`config.mk`:
```
export PLATFORM = sky130hd
export DESIGN_NAME = rx_line_buffer_flat
export DESIGN_NICKNAME = d
export VERILOG_FILES = /design/src/rtl/rx_line_buffer_if.sv /design/src/rtl/rx_line_buffer.sv /design/src/flat_wrapper.sv
export SDC_FILE = /design/constraint.sdc
export NUM_CORES = 1
export LEC_CHECK = 0
export BUFFER_PORTS_ARGS = -buffer_cell sky130_fd_sc_hd__clkbuf_2
export CAP_MARGIN = 20
export CORE_MARGIN = 2
export CORE_UTILIZATION = 44
export CTS_CLUSTER_SIZE = 28
export DETAILED_ROUTE_END_ITERATION = 10
export SYNTH_ARGS = -nofsm -noshare
export SYNTH_HDL_FRONTEND = slang
export SYNTH_SLANG_ARGS = --single-unit
```
`constraint.sdc`:
```
create_clock -name clk -period 2.3 [get_ports clk]
set_input_delay 0.345 -clock clk [delete_from_list [all_inputs] [get_ports clk]]
set_output_delay 0.345 -clock clk [all_outputs]
set_load 0.005 [all_outputs]
```
`src/rtl/rx_line_buffer_if.sv`:
```
// Bus bundle for rx_line_buffer: UART byte strobe in, line release in,
// ROM-style read port and line status out.
//
// Handshake: rx_valid is a one-cycle strobe per received byte, and rx_data
// is meaningful only in that cycle. There is no ready/backpressure. Bytes
// that cannot be stored are dropped and flagged through overflow.
// line_ack is a one-cycle pulse that releases a held line.
interface rx_line_buffer_if #(
   parameter int ADDR_W = 5
);
   logic [7:0]        rx_data;
   logic              rx_valid;
   logic              line_ack;
   logic [ADDR_W-1:0] rd_add;
   logic [7:0]        out_byte;
   logic              line_ready;
   logic [ADDR_W-1:0] line_len;
   logic              overflow;
   logic              state_dbg;   // 0 = FILL, 1 = READY

   modport master (
      output rx_data, rx_valid, line_ack, rd_add,
      input  out_byte, line_ready, line_len, overflow, state_dbg
   );

   modport slave (
      input  rx_data, rx_valid, line_ack, rd_add,
      output out_byte, line_ready, line_len, overflow, state_dbg
   );
endinterface

```
`src/rtl/rx_line_buffer.sv`:
```
// Receive line buffer. It collects UART bytes into a small RAM until LF or
// CR arrives. It then holds the line for a downstream reader until the
// reader acks the line.
module rx_line_buffer #(
   parameter int         DEPTH  = 16,
   parameter int         ADDR_W = 5,
   parameter logic [7:0] TERM_A = 8'h0A,
   parameter logic [7:0] TERM_B = 8'h0D
) (
   input  logic              clk,
   input  logic              rst,
   rx_line_buffer_if.slave   bus
);

   localparam int IDX_W = $clog2(DEPTH);
   localparam logic [ADDR_W-1:0] DEPTH_A = ADDR_W'(DEPTH);

   typedef enum logic {
      FILL  = 1'b0,
      READY = 1'b1
   } state_t;

   state_t            state_q, state_d;
   logic [ADDR_W-1:0] count_q, count_d;
   logic              ovf_q, ovf_d;
   logic [7:0]        out_byte_q, out_byte_d;
   logic              wr_en;
   logic              is_term;

   logic [7:0] mem [DEPTH];

   assign is_term = (bus.rx_data == TERM_A) || (bus.rx_data == TERM_B);

   // Next-state for the capture FSM, the byte count and the sticky overflow flag.
   always_comb begin
      state_d = state_q;
      count_d = count_q;
      ovf_d   = ovf_q;
      wr_en   = 1'b0;
      case (state_q)
         FILL: begin
            if (bus.rx_valid) begin
               if (is_term) begin
                  // A terminator on an empty line swallows CRLF pairs and blank lines.
                  if (count_q != '0) state_d = READY;
               end else if (count_q < DEPTH_A) begin
                  wr_en   = 1'b1;
                  count_d = count_q + ADDR_W'(1);
               end else begin
                  ovf_d = 1'b1;
               end
            end
         end
         READY: begin
            if (bus.line_ack) begin
               state_d = FILL;
               count_d = '0;
               ovf_d   = 1'b0;
            end
            // A byte arriving while a line is held is lost. The set wins over the ack's clear.
            if (bus.rx_valid) ovf_d = 1'b1;
         end
         default: state_d = FILL;
      endcase
   end

   // Read mux. Addresses beyond the RAM read back as zero.
   always_comb begin
      out_byte_d = 8'h00;
      if (bus.rd_add < DEPTH_A) out_byte_d = mem[bus.rd_add[IDX_W-1:0]];
   end

   // Control and read-data registers.
   always_ff @(posedge clk) begin
      if (rst) begin
         state_q    <= FILL;
         count_q    <= '0;
         ovf_q      <= 1'b0;
         out_byte_q <= 8'h00;
      end else begin
         state_q    <= state_d;
         count_q    <= count_d;
         ovf_q      <= ovf_d;
         out_byte_q <= out_byte_d;
      end
   end

   // Line RAM. It has no reset. A read in the same cycle as a write sees the old contents.
   always_ff @(posedge clk) begin
      if (!rst && wr_en) mem[count_q[IDX_W-1:0]] <= bus.rx_data;
   end

   assign bus.out_byte   = out_byte_q;
   assign bus.line_ready = (state_q == READY);
   assign bus.line_len   = count_q;
   assign bus.overflow   = ovf_q;
   assign bus.state_dbg  = state_q;

endmodule

```
`src/flat_wrapper.sv`:
```
// flat-port wrapper written by rule: the top's interface ports become plain ports
module rx_line_buffer_flat 
#(
   parameter int         DEPTH  = 16,
   parameter int         ADDR_W = 5,
   parameter logic [7:0] TERM_A = 8'h0A,
   parameter logic [7:0] TERM_B = 8'h0D
)
  (clk, rst, bus_rx_data, bus_rx_valid, bus_line_ack, bus_rd_add, bus_out_byte, bus_line_ready, bus_line_len, bus_overflow, bus_state_dbg);
  rx_line_buffer_if #(.ADDR_W(ADDR_W)) bus_i ();
  input  logic clk;
  input  logic rst;
  input wire logic [$bits(bus_i.rx_data)-1:0] bus_rx_data;
  input wire logic [$bits(bus_i.rx_valid)-1:0] bus_rx_valid;
  input wire logic [$bits(bus_i.line_ack)-1:0] bus_line_ack;
  input wire logic [$bits(bus_i.rd_add)-1:0] bus_rd_add;
  output wire logic [$bits(bus_i.out_byte)-1:0] bus_out_byte;
  output wire logic [$bits(bus_i.line_ready)-1:0] bus_line_ready;
  output wire logic [$bits(bus_i.line_len)-1:0] bus_line_len;
  output wire logic [$bits(bus_i.overflow)-1:0] bus_overflow;
  output wire logic [$bits(bus_i.state_dbg)-1:0] bus_state_dbg;
  assign bus_i.rx_data = bus_rx_data;
  assign bus_i.rx_valid = bus_rx_valid;
  assign bus_i.line_ack = bus_line_ack;
  assign bus_i.rd_add = bus_rd_add;
  assign bus_out_byte = bus_i.out_byte;
  assign bus_line_ready = bus_i.line_ready;
  assign bus_line_len = bus_i.line_len;
  assign bus_overflow = bus_i.overflow;
  assign bus_state_dbg = bus_i.state_dbg;
  rx_line_buffer #(.DEPTH(DEPTH), .ADDR_W(ADDR_W), .TERM_A(TERM_A), .TERM_B(TERM_B)) u_core (.clk(clk), .rst(rst), .bus(bus_i));
endmodule
```
==> flow_summary.toml <==
[outcome]
status = "completed"

[global_routing]
grt.total_usage_pct = 18.60
grt_pass1_vias = 2996
grt-ovfl-total = 0
grt_max_degree = 23
grt_pass1_wl_mm = 18.51
antenna_found_initial = 0

[synthesis]
yosysSeqAreaShare_pct = 72.87
yosys.cell_types.count = 43
avgSynthCellArea_um2 = 19.48
synth_top_area_cell = "edfxtp_1"
synth_seq_cells = 143
synth_warnings = 0
syn_area_um2 = 5687
synth_top_area_share_pct = 67.59
synth_nets = 313
syn_inst = 292
synth.area.top_cells = "edfxtp_1, mux4_2, dfxtp_1"

[placement]
placed_cells = 515
gp_congestion = 0.8280
place_hpwl_mm = 8.372
place_area_um2 = 6210
port_buffers = 32
place_ws_ns = 0.1080

[clock_tree]
cts_buffers = 17
cts_buffer_depth = 2
cts.sinks = 143
h-tree-depth = 4
clk_latency_ns = 0.41
cts_hold_buf = 0
cts_resized = 0
cts_root_buffer = "clkbuf_16"
cts_setup_buffers = 0
cts_tree = "yes"
clk_pin_slew_ns = 0.05

[finish]
nets = 383
instances_no_fill = 546
drive_above_1_share_pct = 30.21
num_antenna_cells = 0
design_area_um2 = 6794
area.growth.synth_to_final_pct = 19.47

[route]
drc = 0
drt-wirelength-per-cell_um = 21.90
drtIter0Drc = 201
vias = 2929
vias_per_cell = 5.364
routed_wl_mm = 11.96
dr.pass1.iters = 4
drtAntennaViolNets = 0

[pwr]
peakVddDrop_uv = 570.8
power_density_nw_per_um2 = 862.2
p_leak_nw = 2.387

[floorplan]
die_area_um2 = 13850
design.core.area_um2 = 12620
placementRows = 41
die_h_um = 117.7
start_util_pct = 45.06
ioPinCount = 33
die_w_um = 117.7

[critical_path]
crit_path_max_fanout = 6
crit_arrival_ns = 2.05
path_class = "flip-flop to flip-flop"
worst_setup_path_end_kind = "flip-flop"
cp_data_required_time_ns = 2.42
start_kind = "flip-flop"

[timing]
tightestPinTransition_ns = 0.9260
rsz0062_at_grt = "false"
fmax_mhz = 518.7
finalMaxSlewViolations = 0
setup_viol = 0
skew_ns = 0.008738
period_share_pct = 83.83
hold_viol = 0
relSlewSlack_pct = 37.79
tns_ns = 0
period_minus_slack_ns = 1.928
hold_ws_ns = 0.2111
setup_ws_ns = 0.3720

[run]
cap_violations = 0

[hold_path]
holdCritPathClass = "primary input to flip-flop"
Yosys cell counts:
| master | number |
|---|---|
| a211oi_1 | 1 |
| buf_4 | 2 |
| clkbuf_4 | 1 |
| buf_2 | 1 |
| nand4b_1 | 2 |
| o22ai_2 | 1 |
| buf_12 | 1 |
| buf_6 | 4 |
| buf_1 | 1 |
| mux2i_1 | 16 |
| nor3_1 | 4 |
| nor3_2 | 2 |
| o211ai_1 | 2 |
| and2_2 | 1 |
| mux4_1 | 8 |
| or4_1 | 2 |
| nand3_1 | 3 |
| nand2_1 | 4 |
| nor3b_1 | 1 |
| dfxtp_1 | 15 |
| a221o_1 | 4 |
| a22oi_1 | 4 |
| and2b_1 | 1 |
| and2_1 | 2 |
| or3_1 | 2 |
| ha_1 | 4 |
| o2111a_2 | 1 |
| o22ai_1 | 4 |
| o31ai_1 | 2 |
| and3b_1 | 1 |
| edfxtp_1 | 128 |
| a21oi_1 | 6 |
| a22o_1 | 4 |
| o41ai_1 | 1 |
| inv_1 | 5 |
| clkbuf_1 | 2 |
| mux4_2 | 20 |
| clkbuf_8 | 1 |
| o2111ai_1 | 1 |
| and3_1 | 4 |
| or4_4 | 2 |
| nand2b_1 | 4 |
| nor2_1 | 17 |
power breakdown:
part           total [mW]  internal (mW)  switching [mW]  leakage (nW)
Combinational       0.272          0.121           0.151         0.829
Clock                2.72           1.79           0.934         0.282
Sequential           2.87           2.85          0.0109          1.28
logic make-up after synthesis:
family                   synth area share, %
multiplexers                           14.43
adder cells (fa/ha/maj)               0.8801
flip-flops                             72.87
buffers and inverters                  2.398
AO/OA/AOI/OAI                          4.224
AND/OR/NAND/NOR                        5.192
placed cells by master (no fill, tap or decap), types with 3 or more instances in the layout:
cell / count
clkbuf_2: 32
clkinv_1: 5
bufinv_16: 4
ha_1: 4
clkbuf_16: 17
nor2_1: 17
a221o_1: 4
mux4_2: 20
dfxtp_1: 15
edfxtp_1: 128
inv_1: 5
clkbuf_1: 4
nand3_1: 3
nand2_1: 4
and3_1: 4
a22oi_1: 4
a21oi_1: 6
nand2b_1: 4
o22ai_1: 4
a22o_1: 4
mux2i_1: 16
nor3_1: 4
buf_4: 30
mux4_1: 8
sequential cells by signal (all words and copies together) (netlist names):
signal,flops
u_core.mem,128
u_core.bus.out_byte,8
u_core.bus.line_len,5
u_core.bus.line_ready,1
u_core.bus.overflow,1
final cells by class:
class / instances / area [um2]
Sequential cell: 143 / 4144
Timing Repair Buffer: 64 / 425.4
Multi-Input combinational cell: 131 / 1406
Tap cell: 172 / 215.2
Fill cell: 1035 / 5826
Clock inverter: 10 / 143.9
Clock buffer: 21 / 440.4
Inverter: 5 / 18.77
critical path: stages (launching register included):
cell and delay, ns:
dfxtp_1 0.36, inv_1 0.11, ha_1 0.16, inv_1 0.06
or4_4 0.55, nor3_2 0.21, buf_4 0.19
final timing paths:
check	from	endpoint	slack [ns]	depth (start not counted)
worst max-delay path	u_core.bus.line_len[0]	u_core.mem[0][4]	0.37	6
worst min-delay path	bus_line_ack	u_core.bus.line_ready	0.21	3
worst max register to register	u_core.bus.line_len[0]	u_core.mem[0][4]	0.37	6
worst min register to register	u_core.bus.line_len[4]	u_core.bus.line_len[4]	0.53	2
per-stage QoR:
stage | total power, mW | utilization [%]
5_1_grt | 6.049 | 53.84
6_report | 5.857 | 53.84
4_1_cts | 5.909 | 53.84
3_5_place_dp | 3.194 | 49.21
3_3_place_gp | 3.192 | 49.21
2_1_floorplan | 3.073 | -
metal layers:
layer / GRT usage, % / part of all wire, % / vias to the layer above
met5: 0 / 0 / -
met4: 4.518 / 1.2 / 0
met3: 5.426 / 6.8 / 8
met2: 28.05 / 47 / 106
met1: 26.89 / 45 / 1472
li1: - / - / 1343
(Power assumes the default switching activity.)
